## src/rtl/wb_fsm_burst_pkg.sv

```systemverilog
// wb_fsm_burst_pkg: shared encodings and burst-length decode for the burst port FSM
package wb_fsm_burst_pkg;
  localparam logic [2:0] CTI_CLASSIC = 3'b000;
  localparam logic [2:0] CTI_INC     = 3'b010;
  localparam logic [2:0] CTI_EOB     = 3'b111;
  localparam logic [1:0] BTE_LIN     = 2'b00;
  localparam logic [1:0] BTE_WRAP4   = 2'b01;
  localparam logic [1:0] BTE_WRAP8   = 2'b10;
  localparam logic [1:0] BTE_WRAP16  = 2'b11;
  localparam logic [1:0] ST_IDLE     = 2'd0;
  localparam logic [1:0] ST_WR       = 2'd1;
  localparam logic [1:0] ST_RD       = 2'd2;
  localparam logic [1:0] ST_FE       = 2'd3;
  // Beats in a burst; 0 marks an open-ended linear burst, unknown cycle types act as classic
  function automatic logic [4:0] decode_len(input logic [2:0] cti, input logic [1:0] bte);
    return cti != CTI_INC ? 5'd1 :
           bte == BTE_WRAP4 ? 5'd4 :
           bte == BTE_WRAP8 ? 5'd8 :
           bte == BTE_WRAP16 ? 5'd16 : 5'd0;
  endfunction
endpackage

```

## src/rtl/wb_ack_delay.sv

```systemverilog
// wb_ack_delay: fixed-depth shift register aligning read acks with read-data latency
module wb_ack_delay #(
  parameter int DEPTH = 1
) (
  input  logic wb_clk,
  input  logic wb_rst,
  input  logic clr_i,
  input  logic d_i,
  output logic q_o,
  output logic empty_o
);
  logic [DEPTH-1:0] sr_q, sr_d;
  assign sr_d = clr_i ? '0 : DEPTH'({sr_q, d_i});
  assign q_o = sr_q[DEPTH-1];
  assign empty_o = ~|sr_q;
  // Shift one stage per clock; clear discards every in-flight ack at once
  always_ff @(posedge wb_clk or posedge wb_rst)
    if (wb_rst) sr_q <= '0;
    else sr_q <= sr_d;
endmodule

```

## src/rtl/wb_fsm_burst.sv

```systemverilog
// wb_fsm_burst: Wishbone B4 pipelined slave controller bridging bursts to egress/ingress FIFOs
module wb_fsm_burst
  import wb_fsm_burst_pkg::*;
#(
  parameter int RD_LAT = 1,
  parameter int CNT_W  = 5
) (
  input  logic             wb_clk,
  input  logic             wb_rst,
  input  logic             cyc_i,
  input  logic             stb_i,
  input  logic             we_i,
  input  logic [2:0]       cti_i,
  input  logic [1:0]       bte_i,
  input  logic             stall_i,
  output logic             stall_o,
  output logic             ack_o,
  output logic             egress_fifo_we,
  input  logic             egress_fifo_full,
  output logic             ingress_fifo_re,
  input  logic             ingress_fifo_empty,
  output logic [CNT_W-1:0] burst_len_o,
  output logic             state_idle
);
  localparam logic [CNT_W-1:0] ONE = CNT_W'(1);
  logic [1:0] state_q, state_d;
  logic [CNT_W-1:0] rem_q, rem_d, len_q, len_d, iss_q, iss_d, ackc_q, ackc_d, dec_len;
  logic req, wr_go, rd_go, eob, open_q, pipe_q, pipe_empty, clr;
  assign req = cyc_i & stb_i & ~wb_rst;
  assign eob = cti_i == CTI_EOB;
  assign open_q = len_q == '0;
  assign dec_len = CNT_W'(decode_len(cti_i, bte_i));
  assign wr_go = req & ~egress_fifo_full & ~stall_i;
  assign rd_go = req & ~ingress_fifo_empty & ~stall_i & (open_q | (iss_q < len_q));
  assign state_idle = state_q == ST_IDLE;
  wb_ack_delay #(.DEPTH(RD_LAT)) u_ack_delay (
    .wb_clk (wb_clk),
    .wb_rst (wb_rst),
    .clr_i  (clr),
    .d_i    (ingress_fifo_re),
    .q_o    (pipe_q),
    .empty_o(pipe_empty)
  );
  // Next-state, counters and all handshake strobes; default is a stalled, silent port
  always_comb begin
    state_d = state_q;
    rem_d = rem_q;
    len_d = len_q;
    iss_d = iss_q;
    ackc_d = ackc_q;
    stall_o = 1'b1;
    ack_o = 1'b0;
    egress_fifo_we = 1'b0;
    ingress_fifo_re = 1'b0;
    burst_len_o = '0;
    clr = 1'b0;
    case (state_q)
      ST_IDLE: if (wr_go) begin
        egress_fifo_we = 1'b1;
        stall_o = 1'b0;
        burst_len_o = dec_len;
        len_d = dec_len;
        rem_d = dec_len - ONE;
        iss_d = '0;
        ackc_d = '0;
        ack_o = we_i;
        state_d = !we_i ? ST_RD : dec_len == ONE ? ST_IDLE : ST_WR;
      end
      ST_WR: if (!cyc_i) state_d = ST_IDLE;
      else if (wr_go) begin
        egress_fifo_we = 1'b1;
        stall_o = 1'b0;
        ack_o = 1'b1;
        rem_d = rem_q - ONE;
        state_d = ((!open_q && rem_q == ONE) || eob) ? ST_IDLE : ST_WR;
      end
      ST_RD: if (!cyc_i) begin
        state_d = ST_FE;
        clr = 1'b1;
      end else begin
        ingress_fifo_re = rd_go;
        stall_o = ~rd_go;
        iss_d = iss_q + CNT_W'(rd_go);
        ack_o = pipe_q & stb_i;
        ackc_d = ackc_q + CNT_W'(ack_o);
        state_d = !ack_o ? ST_RD : open_q ? (eob ? ST_FE : ST_RD) :
                  ackc_q == len_q - ONE ? ST_IDLE : ST_RD;
      end
      default: begin
        ingress_fifo_re = ~ingress_fifo_empty & ~stall_i & ~wb_rst;
        state_d = (ingress_fifo_empty & pipe_empty) ? ST_IDLE : ST_FE;
      end
    endcase
  end
  // State and counter registers
  always_ff @(posedge wb_clk or posedge wb_rst)
    if (wb_rst) begin
      state_q <= ST_IDLE;
      rem_q <= '0;
      len_q <= '0;
      iss_q <= '0;
      ackc_q <= '0;
    end else begin
      state_q <= state_d;
      rem_q <= rem_d;
      len_q <= len_d;
      iss_q <= iss_d;
      ackc_q <= ackc_d;
    end
endmodule

```

## config.mk

```make
export PLATFORM = sky130hd
export DESIGN_NAME = wb_fsm_burst
export DESIGN_NICKNAME = d
export VERILOG_FILES = /design/src/rtl/wb_fsm_burst_pkg.sv /design/src/rtl/wb_ack_delay.sv /design/src/rtl/wb_fsm_burst.sv
export SDC_FILE = /design/constraint.sdc
export NUM_CORES = 1
export LEC_CHECK = 0
export BUFFER_PORTS_ARGS = -buffer_cell sky130_fd_sc_hd__buf_4
export CAP_MARGIN = 20
export CORE_AREA = 2 2 66 68
export DETAILED_ROUTE_END_ITERATION = 8
export DIE_AREA = 0 0 68 70
export PLACE_DENSITY = 0.61
export SKIP_LAST_GASP = 1
export SLEW_MARGIN = 20
export SYNTH_ARGS = -nofsm -noshare
export SYNTH_HDL_FRONTEND = slang
export SYNTH_HIERARCHICAL = 1
export SYNTH_SLANG_ARGS = --single-unit
```

## constraint.sdc

```tcl
create_clock -name wb_clk -period 2.2 [get_ports wb_clk]
set_input_delay 0.11 -clock wb_clk [delete_from_list [all_inputs] [get_ports wb_clk]]
set_output_delay 0.11 -clock wb_clk [all_outputs]
set_load 0.02 [all_outputs]
```

; After elaboration in Yosys (flattened, before gate mapping)
; Index checks and enable logic that the tools add are counted.
[totals]
reg_bits = 23
in_bits = 13
romBits = 0
wordCells = 100
latchBits = 0
out_inout_bits = 10
ramBits = 0
n_memories = 0
[classes]
n_bitwise = 17
n_mux = 43
reduce_logical = 13
n_lt_le_gt_ge = 1
shift = 0
div = 0
n_eq_ne = 15
mul = 0
n_addsub = 5
[op_table]
columns = op, n
row1 = 2-to-1 mux 5 bit, 12
row2 = one-hot mux 5 bit (2 select lines), 3
row3 = 2-to-1 mux 2 bit, 9
row4 = subtractor 5 x 1 -> 5 bit (second input constant), 3
row5 = 2-to-1 mux 1 bit, 14
row6 = AND 1 bit, 11
row7 = adder 5 x 1 -> 5 bit, 2
row8 = == test 5 x 1 -> 1 bit (second input constant), 2
row9 = == test 2 bit (second input constant), 3
row10 = inequality test 2 bit (second input constant), 3
row11 = one-hot mux 1 bit (3 select lines), 2
row12 = one-hot mux 2 bit (3 select lines), 1
row13 = == test 5 bit, 1
row14 = zero test 5 bit, 1
row15 = less-than comparator 5 bit, 1
row16 = NOT 1 bit, 5
row17 = == test 2 x 1 -> 1 bit (second input constant), 2
row18 = one-hot mux 1 bit (2 select lines), 2
row19 = AND reduction 2 bit, 2
row20 = AND reduction 4 bit, 1
row21 = nonzero test 2 bit, 2
row22 = == test 3 bit (second input constant), 1
row23 = inequality test 3 x 2 -> 1 bit (second input constant), 1
row24 = inequality test 3 bit (second input constant), 1
row25 = 8 further kinds, 9

; Depth between registers and ports, before layout
[logic_depth]
depth_word = 10
mapped_depth = 10
depth_no_buf = 10

; Hierarchy
; The synthesis kept the hierarchy.
[modules_own_cells]
columns = module, cells_per_inst, seq_area_each_um2, n_inst, area_per_inst_um2
row1 = wb_fsm_burst, 181, 525.5, 1, 1534.0
row2 = wb_ack_delay, 4, 25.0, 1, 46.3

; Least setup slack after synthesis
; No wires, ideal clock.
[synth_timing]
path_type = reg2reg
from = reg len_q[0]
to = reg iss_q[1]
path_buffers = 0
required_ns = 2.079
setup_slack_ns = -0.018
stages_incl_launch_ff = 10
synth_period_minus_slack_ns = 2.218
setup_time_ns = 0.121
t_arrival_ns = 2.097
cell_sequence = dfrtp_1 inv_1 ha_1 or3b_2 a211oi_1 ha_1 ha_1 nand2_1 o21ai_0 a22o_1
[synth_via]
elab_chain_len = 6
elab_cells_between_ends = 7
classes_between = add/sub: 1 / order compare: 1 / mux: 2 / bitwise: 2 / reduce/logical: 1
[synth_rtl]
columns = item, line_no
row1 = start: declaration, wb_fsm_burst.sv:27  ; logic [CNT_W-1:0] rem_q, rem_d, len_q, len_d, iss_q, iss_d, ackc_q, ackc_d, dec_len;
row2 = start signal: assignment, wb_fsm_burst.sv:106  ; len_q <= len_d;
row3 = less-than comparator 5 bit or zero test 5 bit (tied branches), "wb_fsm_burst.sv:34, wb_fsm_burst.sv:31"
row4 = bitwise OR 1 bit (*), wb_fsm_burst.sv:34  ; assign rd_go = req & ~ingress_fifo_empty & ~stall_i & (open_q | (iss_q < len_q));
row5 = AND 1 bit (*), wb_fsm_burst.sv:34
row6 = adder 5 x 1 -> 5 bit (*), wb_fsm_burst.sv:83  ; iss_d = iss_q + CNT_W'(rd_go);
row7 = 2-to-1 mux 5 bit (*), wb_fsm_burst.sv:77  ; ST_RD: if (!cyc_i) begin
row8 = one-hot mux 5 bit (2 select lines) (*), wb_fsm_burst.sv:57  ; case (state_q)
row9 = end signal: assignment, wb_fsm_burst.sv:107  ; iss_q <= iss_d;
row10 = end: declaration, wb_fsm_burst.sv:27
; Every way passes the cells marked *; elsewhere a longest branch is shown, timed or not. The select of a mux whose other input is x is not followed.
; A chain may end at the register's enable or synchronous reset.

; Worst setup path in the final report
[layout_timing]
from = reg len_q[2]
to = out ingress_fifo_re
[layout_via]
elab_chain_len = 5
elab_cells_between_ends = 6
classes_between = order compare: 1 / mux: 2 / bitwise: 2 / reduce/logical: 1
[layout_rtl]
columns = item, line_no
row1 = less-than comparator 5 bit or zero test 5 bit (tied branches), "wb_fsm_burst.sv:34, wb_fsm_burst.sv:31"
row2 = bitwise OR 1 bit (*), wb_fsm_burst.sv:34
row3 = AND 1 bit (*), wb_fsm_burst.sv:34
row4 = 2-to-1 mux 1 bit (*), wb_fsm_burst.sv:77
row5 = one-hot mux 1 bit (2 select lines) (*), wb_fsm_burst.sv:57
row6 = end: declaration, wb_fsm_burst.sv:20  ; output logic ingress_fifo_re,
; Every way passes the cells marked *; elsewhere a longest branch is shown, timed or not.

==> flow_summary.ini <==
[die]
die_h_um = 70
start_util_pct = 38.1
core_area_mm2 = 0.00414
ios = 23
die_w_um = 68
std_cell_rows = 24
design.die.area_mm2 = 0.00476

[sta]
maxSlewHeadroom_pct = 42.0
post-route-period-util_pct = 101
min_period_ps = 2220
worst_pin_slew_ps = 869
slew_viol_final = 0
layout_setup_ws_ps = -20.5
skew_ps = 6.24
setup_viol = 2
finalHoldViolCount = 0
fmax_mhz = 450
grt_setup_unrepaired = yes

[yosys]
ys_types = 47
synth-seq-area-share_pct = 34.8
synth_edf_count = 0
syn-instance-count = 185
avgSynthCellArea_um2 = 8.54
syn_area_mm2 = 0.00158
synthFlopType = dfrtp_1
ys_ff_latch = 22
async_flop_share_pct = 100
yosys_warnings = 6
syn-num-nets = 208

[worst_hold_path]
min_to = len_q[3]$_DFFE_PP0P_
hold_depth = 2
hp-start = bte_i[0]
hold_path_class = input port to flop

[critical_path]
slowest_delay_ps = 400
r2r_cells = 9
crit_chain = inv_2, ha_4, or3b_4, buf_6, a2111oi_4, o21bai_4, buf_6
critical_path_arrival_ps = 2110
cp_top_family = compound AO/OA/AOI/OAI gates
r2r_end = iss_q[1]$_DFFE_PP0P_
crit_fanout = 3
cp-end-kind = output pin
r2r_slack_ps = 20
critPathRequiredTime_ps = 2090
path_buf_inv = 3
r2r-start = len_q[2]$_DFFE_PP0P_
worst_path_most_repeated_cell = buf_6
cp_slowest_cell = dfrtp_1
crit_path_start_kind = flop
worstSetupPathType = flop to output pin

[routing]
dr.pass1.iters = 4
drt_iter0_markers = 56
detail_route.wl_per_cell_um = 14.8
vias = 1440
viasPerCell = 5.35
finalWirelength_mm = 3.98
ant_nets = 0
drc = 0

[grt]
grt_max_degree = 22
grt_antenna_before_repair = 0
grt_usage_pct = 17.6
grt_pass1_vias = 1385
grt_overflow = 0
grt_pass1_wl_mm = 6.50

[power]
power_switching_mw = 0.577
pwr-share-seq_pct = 38.7
swShare_pct = 38.4
power.leakage_nw = 0.935
cellPowerDensity_mw_per_mm2 = 738
p_int_mw = 0.927
pwr-share-clk_pct = 20.1
ir_drop_uv = 559
totalPowerFinal_mw = 1.50
p_comb_share_pct = 41.2

[finish]
insertedDiodeCount = 0
instances_no_fill = 269
area_growth_syn_to_layout_pct = 28.9
final_nets = 241
fin_util_pct = 49.2
fillers = 421
layout-drive-gt1-share_pct = 25.8

[clock_network]
clk_pin_slew_ps = 90
tritoncts = yes
clock_sinks = 22
cts_htree_levels = 1
insertion_delay_ps = 260
cts_root_buffer = clkbuf_8
numCtsBuffers = 3
cts.path.max_buffers = 2

[status]
status = finished with violations
violations = setup timing

[run]
drv_cap = 0

[placement]
place.port_buffers = 21
hpwl_mm = 2.86
place_inst = 259
place_congestion = 0.806
==> flip-flops by register name (all words and copies together) (netlist names) <==
name             cells
ackc_q               5
iss_q                5
len_q                4
rem_q                5
state_q              2
u_ack_delay/q_o      1
==> power by group through the flow <==
| stage | sequential (mW) | clock (mW) | combinational [mW] |
|---|---|---|---|
| finish | 0.582 | 0.302 | 0.619 |
| global route | 0.600 | 0.326 | 0.686 |
| CTS | 0.574 | 0.310 | 0.587 |
| detailed placement | 0.582 | 0 | 0.559 |
| global placement | 0.578 | 0 | 0.553 |
| floorplan | 0.551 | 0 | 0.408 |
==> worst max path at each step <==
stage | start | depth (start not counted) | slack, ps | endpoint
6_report | len_q[2]$_DFFE_PP0P_ | 7 | -20 | ingress_fifo_re
5_1_grt | len_q[2]$_DFFE_PP0P_ | 8 | -100 | stall_o
4_1_cts | len_q[2]$_DFFE_PP0P_ | 8 | -50 | stall_o
3_5_place_dp | len_q[2]$_DFFE_PP0P_ | 10 | -30 | iss_q[1]$_DFFE_PP0P_
3_3_place_gp | len_q[4]$_DFFE_PP0P_ | 10 | 80 | iss_q[1]$_DFFE_PP0P_
2_1_floorplan | len_q[0]$_DFFE_PP0P_ | 9 | 90 | iss_q[1]$_DFFE_PP0P_
==> metrics by stage <==
step           worst slack, ps  TNS, ps  hold WS, ps  cell area [µm²]
2_1_floorplan             88.2        0         -161             1580
3_3_place_gp              82.3        0        -24.7             1830
3_5_place_dp             -26.5    -26.5        -21.2             1830
4_1_cts                  -46.5     -118         71.1             1960
5_1_grt                   -101     -283         65.7             2040
6_report                 -20.5    -38.9         79.3             2040
==> layer usage <==
layer	part of all wire (%)	track usage [%]	vias up	wire, µm
li1	-	-	722	-
met1	46	23.7	700	1830
met2	51	29.0	16	2020
met3	2.4	3.54	2	96
met4	0.73	3.33	0	29
met5	0	0	-	0
==> worst reg2reg max path, delay by kind of cell (launching register included) <==
kind	cells	cell delay [ps]
fa+ha+maj	3	580
simple gates	2	440
flops	1	400
compound gates	3	550
buf+inv	1	120
==> synthesized netlist by cell type, types with 2 or more instances <==
| cell type | count | area share (%) |
|---|---|---|
| dfrtp_1 | 22 | 35 |
| a31oi_1 | 5 | 2.0 |
| nand4_1 | 4 | 1.6 |
| xor2_1 | 8 | 4.4 |
| or3_1 | 2 | 0.79 |
| o211ai_1 | 3 | 1.4 |
| inv_1 | 16 | 3.8 |
| nor3b_1 | 2 | 0.95 |
| nand2_1 | 19 | 4.5 |
| nand3_1 | 3 | 0.95 |
| nor3_1 | 6 | 1.9 |
| a21boi_0 | 2 | 0.95 |
| ha_1 | 10 | 7.9 |
| nor2_1 | 18 | 4.3 |
| o21ai_0 | 8 | 2.5 |
| nand4b_1 | 2 | 1.1 |
| buf_2 | 5 | 1.6 |
| or3b_2 | 2 | 1.1 |
| xnor2_1 | 2 | 1.1 |
| a22o_1 | 4 | 2.2 |
| o21bai_1 | 3 | 1.4 |
| o22ai_1 | 4 | 1.6 |
| and3b_1 | 2 | 1.1 |
| nand2b_1 | 2 | 0.79 |
| a211oi_1 | 2 | 0.95 |
| a21oi_1 | 8 | 2.5 |
==> logic make-up after synthesis <==
| family | count (synthesis) | share of synthesized area [%] |
|---|---|---|
| AOI/OAI and AO/OA | 45 | 19.3 |
| xor gates and xnor gates | 10 | 5.54 |
| adders and majority gates | 10 | 7.92 |
| buffers and inverters | 25 | 6.65 |
| DFF | 22 | 34.8 |
| muxes | 1 | 0.633 |
| other | 1 | 0.237 |
| and+or+nand+nor | 71 | 24.9 |
==> area by class of cell <==
type	instances	area, µm²	share of cell area (%)
timing repair buffer	36	284	13.9
inverter	17	65.1	3.19
multi-input combinational	138	1020	49.9
tap	52	65.1	3.19
clock buffer	4	55.1	2.70
sequential	22	551	27.0
==> repair_timing <==
item / in CTS / in global routing
endpoints found under the setup margin: 3 / 5
cloned: 0 / 0
hold endpoints to repair: 1 / 0
pin swaps: 2 / 9
resized for setup: 10 / 11
setup buffers: 3 / 2
hold buffers: 1 / 0
==> cell usage in the layout, fill, tap and decap left out, types with 4 or more instances in the layout <==
master	count
nor2_1	17
o21ai_0	7
clkbuf_8	4
nand4_1	4
nand2_1	19
dfrtp_1	22
xor2_1	8
nor3_1	6
a21oi_1	8
a31oi_1	5
a22o_1	4
buf_4	32
inv_1	14
o22ai_1	4
ha_1	6
Note: power is estimated with default switching activity, not from simulation.
